===== config.mk =====
export PLATFORM = sky130hd
export DESIGN_NAME = muldiv_sequencer
export DESIGN_NICKNAME = d
export VERILOG_FILES = /design/src/rtl/muldiv_sequencer.sv
export SDC_FILE = /design/constraint.sdc
export NUM_CORES = 1
export LEC_CHECK = 0
export BUFFER_PORTS_ARGS = -buffer_cell sky130_fd_sc_hd__buf_2
export CORE_MARGIN = 4
export CORE_UTILIZATION = 61
export DETAILED_ROUTE_END_ITERATION = 7
export HOLD_SLACK_MARGIN = 0.12
export PLACE_DENSITY_LB_ADDON = 0.2
export SLEW_MARGIN = 10
export SYNTH_ARGS = -nofsm -noshare
export SYNTH_HDL_FRONTEND = slang
export SYNTH_SLANG_ARGS = --single-unit

===== constraint.sdc =====
create_clock -name clk -period 5.7 [get_ports clk]
set_input_delay 0.57 -clock clk [delete_from_list [all_inputs] [get_ports clk]]
set_output_delay 0.57 -clock clk [all_outputs]
set_load 0.01 [all_outputs]

===== src/rtl/muldiv_sequencer.sv =====
// rtl/muldiv_sequencer.sv - Sequential restoring divider (divu/divs/remu) with flush.
// Optional DIV_BYPASS_EN: a zero divisor skips CALC/FIX and completes directly.
module muldiv_sequencer #(
    parameter int XLEN = 32
) (
    input  logic            clk,
    input  logic            rst,
    input  logic            start_i,
    input  logic [4:0]      alu_op_i,
    input  logic [XLEN-1:0] a_i,
    input  logic [XLEN-1:0] b_i,
    input  logic            flush_i,
    output logic            busy_o,
    output logic            done_o,
    output logic [XLEN-1:0] result_o
);

    localparam int CW = (XLEN > 1) ? $clog2(XLEN) : 1;
    localparam logic [4:0] OP_DIVU = 5'b01101;
    localparam logic [4:0] OP_DIVS = 5'b01110;
    localparam logic [4:0] OP_REMU = 5'b01111;

    typedef enum logic [1:0] {
        S_IDLE = 2'd0,
        S_CALC = 2'd1,
        S_FIX  = 2'd2,
        S_DONE = 2'd3
    } state_t;

    state_t          state;
    logic [CW-1:0]   cnt;
    logic [XLEN-1:0] quo_q;
    logic [XLEN-1:0] rem_q;
    logic [XLEN-1:0] div_q;
    logic [XLEN-1:0] res_q;
    logic            is_rem_q;
    logic            neg_q;

    logic            op_ok;
    logic            is_divs;
    logic            a_neg;
    logic            b_neg;
    logic [XLEN-1:0] a_abs;
    logic [XLEN-1:0] b_abs;
    logic [XLEN:0]   shifted;
    logic            ge;
    logic [XLEN-1:0] rem_nxt;
    logic            div_zero;

    always_comb begin
        op_ok    = (alu_op_i == OP_DIVU) || (alu_op_i == OP_DIVS) || (alu_op_i == OP_REMU);
        is_divs  = (alu_op_i == OP_DIVS);
        a_neg    = is_divs && a_i[XLEN-1];
        b_neg    = is_divs && b_i[XLEN-1];
        a_abs    = a_neg ? -a_i : a_i;
        b_abs    = b_neg ? -b_i : b_i;
        // Partial remainder stays below the divisor, so the low XLEN bits of the
        // difference are exact whenever the subtraction is taken.
        shifted  = {rem_q, quo_q[XLEN-1]};
        ge       = (shifted >= {1'b0, div_q});
        rem_nxt  = ge ? (shifted[XLEN-1:0] - div_q) : shifted[XLEN-1:0];
        div_zero = (div_q == '0);
    end

    assign busy_o = (state != S_IDLE);

    always_ff @(posedge clk or posedge rst) begin
        if (rst) begin
            state    <= S_IDLE;
            cnt      <= '0;
            quo_q    <= '0;
            rem_q    <= '0;
            div_q    <= '0;
            res_q    <= '0;
            is_rem_q <= 1'b0;
            neg_q    <= 1'b0;
            done_o   <= 1'b0;
            result_o <= '0;
        end else begin
            done_o <= 1'b0;
            case (state)
                S_IDLE: begin
                    if (start_i && !flush_i && op_ok) begin
                        quo_q    <= a_abs;
                        div_q    <= b_abs;
                        rem_q    <= '0;
                        cnt      <= '0;
                        is_rem_q <= (alu_op_i == OP_REMU);
                        neg_q    <= a_neg ^ b_neg;
`ifdef DIV_BYPASS_EN
                        if (b_i == '0) begin
                            res_q <= (alu_op_i == OP_REMU) ? a_i : '1;
                            state <= S_DONE;
                        end else begin
                            state <= S_CALC;
                        end
`else
                        state <= S_CALC;
`endif
                    end
                end
                S_CALC: begin
                    rem_q <= rem_nxt;
                    quo_q <= {quo_q[XLEN-2:0], ge};
                    cnt   <= cnt + 1'b1;
                    if (cnt == CW'(XLEN - 1))
                        state <= S_FIX;
                end
                S_FIX: begin
                    // A zero divisor already yields all ones; sign fix-up is skipped.
                    if (is_rem_q)
                        res_q <= rem_q;
                    else if (neg_q && !div_zero)
                        res_q <= -quo_q;
                    else
                        res_q <= quo_q;
                    state <= S_DONE;
                end
                S_DONE: begin
                    done_o   <= 1'b1;
                    result_o <= res_q;
                    state    <= S_IDLE;
                end
                default: state <= S_IDLE;
            endcase
            if (flush_i)
                state <= S_IDLE;
        end
    end

endmodule


==> impl_metrics.tcl, run 1 <==
set metrics [dict create \
    syn_nets 1392 \
    total_power_mw 6.30 \
    dieHeight_um 144 \
    grt_max_degree 96 \
    grt_pass1_vias 9237 \
    switchingPower_mw 2.91 \
    synth_most_common_cell "nand2_1" \
    htree_num_levels 4 \
    post_cts_resized 0 \
    drive_gt1_frac 0.168 \
    hold_violations 0 \
    cts-hold-fix-buffers 0 \
    internal_power_mw 3.39 \
    cts_setup_buffers 0 \
    timing.final.crit_share 0.659 \
    drc 0 \
    grt_pass1_wl_um 47100 \
    synth_seq_cells 170 \
    synth_edf_count 0 \
    clock-root-buffer "clkbuf_16" \
    first_pass_iters 7 \
    status "complete, no violations" \
    setup_tns_ps 0 \
    cpLargestDelayFamily "simple AND/OR/NAND/NOR gates" \
    cts_sinks 170 \
    dp_slack_ps 2030 \
    crit_chain "ha_1 > a21oi_1 > o21ai_0 > a21oi_1 > and3b_1 > a21oi_1 > and3b_1 > nor2_1 > a311o_1" \
    ys_top_cells_by_count "nand2_1 (173), dfrtp_1 (170), o21ai_0 (144)" \
    groute.usage.overall 0.285 \
    path_clk_slew_ps 70 \
    synth_warnings 0 \
    initial_utilization 0.624 \
    synth_top_area_share 0.378 \
    worstPathArrival_ps 4080 \
    netlist_instances 1277 \
    rsz0062_at_grt "false" \
    slew_headroom 0.272 \
    area_growth_pct 11.1 \
    clock_latency_ps 440 \
    tightest_slew_ps 1090 \
    synth_area_leaders "dfrtp_1 (38%), o21ai_0 (6.4%), mux2_2 (6.3%)" \
    skew_ps 11.7 \
    crit_slowest_cell "and3b_1" \
    cts_buffer_depth 2 \
    ys_types 69 \
    antenna_cells 0 \
    cp_num_buf_inv 0 \
    seqPwrFrac 0.318 \
    routed_via_density 6.19 \
    finalMaxSlewViolations 0 \
    post_drt_wl_per_cell_um 18.3 \
    nFillCells 1476 \
    cp.required_ps 6020 \
    place_congestion 0.987 \
    synth-main-ff-cell "dfrtp_1" \
    drtIter0Drc 866 \
    io_pins 107 \
    fin_nets 1461 \
    antenna_found_initial 0 \
    cp_common_cell "a21oi_1" \
    cp_max_fo 27 \
    fp-row-count 49 \
    fin_ws_ps 1940 \
    path_class "flop to flop" \
    powerDensity_mw_per_mm2 504 \
    core_mm2 0.0180 \
    seq_area_frac_synth 0.378 \
    final_antenna_net_count 0 \
    cts-buffers-inserted 17 \
    syn_area_mm2 0.0113 \
    final_util 0.693 \
    die-area_mm2 0.0207 \
    clockPowerShare 0.181 \
    netSwitchingFraction 0.462 \
    tritoncts "built" \
    start_kind "flop" \
    synthArstFlopShare 1.00 \
    vdd_drop_max_uv 269 \
    postRouteWirelength_um 29000 \
    die_x_um 144 \
    max_stage_delay_ps 850 \
    endpoint_kind "flop" \
    fmax_mhz 266 \
    io_buffers 106 \
    setup_violations 0 \
    drv_cap 0 \
    leakagePower_nw 5.73 \
    power_frac_comb 0.501 \
    via_count 9823 \
    fin_crit_ps 3760 \
    yosys.area.top_type "dfrtp_1" \
    grt.overflow.total 0 \
    hp-class "input port to asynchronous set/reset pin" \
    hpwl_um 21600 \
    syn_avg_cell_area_um2 8.81 \
]
==> per-stage QoR <==
stage | hold WS, ps | area [um2] | std cells
after floorplan | 468 | 11300 | 1277
after global placement | 484 | 11900 | 1556
after detailed placement | 490 | 11900 | 1556
after CTS | 130 | 12500 | 1588
after global routing | 150 | 12500 | 1588
final | 120 | 12500 | 1588
==> final timing paths <==
path / to / startpoint / slack, ps / cells after the start
max in group asynchronous: rem_q[3] / rst / 4260 / 3
min: quo_q[15] / rst / 120 / 2
max reg2reg: rem_q[15] / rem_q[17] / 1940 / 9
min reg2reg: result_o[18] / result_o[18] / 500 / 1
min in group clk: state[0] / flush_i / 320 / 2
max: rem_q[15] / rem_q[17] / 1940 / 9
==> worst register-to-register path: stages (launching register included) <==
cell and delay, ps:
dfrtp_1 440, ha_1 430, a21oi_1 90, o21ai_0 450
a21oi_1 230, and3b_1 220, a21oi_1 180, and3b_1 850
nor2_1 310, a311o_1 430
==> power by group through the flow <==
stage	combinational (mW)	clock [mW]	sequential, mW
2_1_floorplan	2.36	0	1.86
3_3_place_gp	3.05	0	1.98
3_5_place_dp	3.08	0	2.01
4_1_cts	3.11	1.15	1.99
5_1_grt	3.47	1.20	2.05
6_report	3.16	1.14	2.00
==> logic make-up (layout without fill, tap and decap cells) <==
family                     count (synthesis)  after routing  synth area share
adders and majority gates                 42             42            0.0474
buffers and inverters                    116            198            0.0389
DFF                                      170            170             0.378
muxes                                     89             89            0.0866
and+or+nand+nor                          397            397             0.167
xor gates and xnor gates                 112            112            0.0872
AOI/OAI and AO/OA                        351            351             0.195
==> per-layer routing <==
| layer | routed length, um | vias to the layer above | share of wire | GRT usage |
|---|---|---|---|---|
| met5 | 0 | - | 0 | 0 |
| met1 | 12900 | 4680 | 0.44 | 0.407 |
| met4 | 682 | 0 | 0.024 | 0.0887 |
| met3 | 1980 | 51 | 0.068 | 0.0403 |
| li1 | - | 4729 | - | - |
| met2 | 13400 | 363 | 0.46 | 0.453 |
==> final cells by class <==
type / count / area, um2 / area share
well taps: 229 / 287 / 0.0229
clock inverters: 14 / 158 / 0.0126
flip-flops and latches: 170 / 4250 / 0.340
multi-input cells: 991 / 6580 / 0.526
clock buffers: 18 / 429 / 0.0343
repair buffers: 115 / 598 / 0.0479
inverters: 51 / 196 / 0.0157
==> registers in the layout, indices dropped and copies added (netlist names) <==
name	flops
state	2
neg_q	1
done_o	1
res_q	32
result_o	32
rem_q	32
is_rem_q	1
div_q	32
cnt	5
quo_q	32
==> layout by cell type (no fill, tap or decap), types with 15 or more instances in the layout <==
cell type  count
o21ai_0      144
nand3_1       16
inv_1         49
clkbuf_16     17
mux2i_1       25
nor3_1        40
o31ai_1       34
ha_1          41
xnor2_1       55
buf_2        106
nor4_1        16
or3_1         15
mux2_2        63
nand2_1      172
a21oi_1       70
dfrtp_1      170
nor2_1        65
xor2_1        57
(Power assumes the default switching activity.)
==> run 2: changes to the inputs <==
clock period = 3.7 ns   (was 5.7 ns; I/O delays follow)
==> run 2 against run 1 <==
Fmax up 9.3%; combinational power grew 57%; setup slack worse by 1700 ps; critical path depth grew 3; non-clock buffer count rose by 11; final area is 1.2% higher; cell count increased by 0.69%; routed wire length up 2.1%; sequential cell count is the same; critical endpoint is now rem_q[26]; largest power group unchanged.
==> impl_metrics.tcl, run 2 (synthesis results as in run 1) <==
set metrics [dict create \
    status "complete, no violations" \
    fmax_mhz 291 \
    fp-row-count 49 \
    powerDensity_mw_per_mm2 785 \
    worstPathArrival_ps 3810 \
    start_kind "flop" \
    io_buffers 106 \
    tritoncts "built" \
    rsz0062_at_grt "false" \
    grt.overflow.total 0 \
    crit_slowest_cell "a2111oi_1" \
    grt_pass1_vias 9176 \
    grt_pass1_wl_um 47700 \
    path_clk_slew_ps 80 \
    cp_num_buf_inv 2 \
    via_count 9784 \
    die_x_um 144 \
    clock-root-buffer "clkbuf_16" \
    place_congestion 0.932 \
    groute.usage.overall 0.291 \
    die-area_mm2 0.0207 \
    rr_startpoint "quo_q[31]" \
    cpLargestDelayFamily "compound AO/OA/AOI/OAI gates" \
    io_pins 107 \
    dpl_cell_area_mm2 0.0120 \
    finalMaxSlewViolations 0 \
    fin_ws_ps 263 \
    postRouteWirelength_um 29600 \
    skew_ps 11.5 \
    dieHeight_um 144 \
    leakagePower_nw 5.81 \
    cp_max_fo 4 \
    cts_buffer_depth 2 \
    crit_chain "inv_1 > ha_1 > fa_1 > nor2b_1 > o2111ai_1 > a2111o_1 > a31oi_1 > buf_4 > nand3_1 > mux2i_1 > a2111oi_1 > a221o_1" \
    fin_crit_ps 3440 \
    vdd_drop_max_uv 370 \
    cts-buffers-inserted 17 \
    cts_setup_buffers 0 \
    timing.final.crit_share 0.929 \
    drc 0 \
    first_pass_iters 6 \
    area_growth_pct 12.3 \
    fin_cells 1599 \
    drtIter0Drc 983 \
    r2r_cells 12 \
    finalInstanceArea_mm2 0.0126 \
    dp_slack_ps 243 \
    r2r_end "rem_q[26]" \
    grt_max_degree 171 \
    final_antenna_net_count 0 \
    routed_via_density 6.12 \
    max_stage_delay_ps 600 \
    mostFrequentLayoutCells "nand2_1 (172), dfrtp_1 (170), o21ai_0 (144)" \
    setup_tns_ps 0 \
    htree_num_levels 4 \
    setup_violations 0 \
    clock_latency_ps 440 \
    hp-class "input port to asynchronous set/reset pin" \
    cp.required_ps 4070 \
    antenna_cells 0 \
    fin_nets 1472 \
    hold_violations 0 \
    cts_sinks 170 \
    slew_headroom 0.349 \
    r2r_setup_slack_ps 260 \
    drv_cap 0 \
    worstSetupStartpoint "quo_q[31]" \
    layout_commonest_cell "nand2_1" \
    antenna_found_initial 0 \
    post_drt_wl_per_cell_um 18.5 \
    initial_utilization 0.624 \
    core_mm2 0.0180 \
    total_power_mw 9.92 \
    placedCellCount 1566 \
    path_class "flop to flop" \
    hpwl_um 22000 \
    endpoint_kind "flop" \
    drive_gt1_frac 0.174 \
    tightest_slew_ps 974 \
    nFillCells 1494 \
]
==> run 2: power breakdown <==
group | total (mW) | switching, mW | leakage [nW] | internal (mW)
clock network | 1.87 | 0.930 | 0.306 | 0.943
logic | 4.96 | 3.02 | 3.24 | 1.95
registers | 3.09 | 0.665 | 2.26 | 2.42
total | 9.92 | 4.61 | 5.81 | 5.31
==> run 2: area by class of cell <==
class | count | area (um2) | share of cell area
timing repair buffer | 126 | 696 | 0.0550
multi-input combinational | 991 | 6580 | 0.520
inverter | 51 | 195 | 0.0154
sequential | 170 | 4250 | 0.336
clock buffer | 17 | 425 | 0.0336
tap | 229 | 287 | 0.0227
clock inverter | 15 | 209 | 0.0165
==> run 2: how the worst max path moves through the flow <==
| stage | endpoint | slack, ps | depth (start not counted) |
|---|---|---|---|
| 6_report | rem_q[26] | 260 | 12 |
| 5_1_grt | rem_q[26] | 80 | 12 |
| 4_1_cts | rem_q[26] | 250 | 12 |
| 3_5_place_dp | rem_q[26] | 240 | 12 |
| 3_3_place_gp | rem_q[26] | 200 | 12 |
| 2_1_floorplan | rem_q[3] | 810 | 10 |
==> run 2: per-stage QoR <==
step	hold slack [ps]	util
floorplan	436	-
global placement	484	0.666
detailed placement	490	0.666
CTS	201	0.701
global route	249	0.701
finish	186	0.701
==> run 2: timing repair <==
action	in CTS	in global routing
setup endpoints to repair	0	1
endpoints found under the hold margin	2	0
gates resized for setup	0	1
hold buffers	1	0
==> run 2: routing by layer <==
layer,share of wire,global-route usage,vias up,routed length [um]
met3,0.064,0.0363,46,1880
met1,0.45,0.410,4611,13200
met5,0,0,-,0
met2,0.47,0.466,368,13800
li1,-,-,4759,-
met4,0.024,0.102,0,721
==> run 2: worst reg2reg max path: cells and delay by family (launching register included) <==
kind            cells  cell delay (ps)
fa+ha+maj           2              650
simple gates        2              320
flops               1              320
compound gates      5             1670
buf+inv             2              280
mux                 1              140
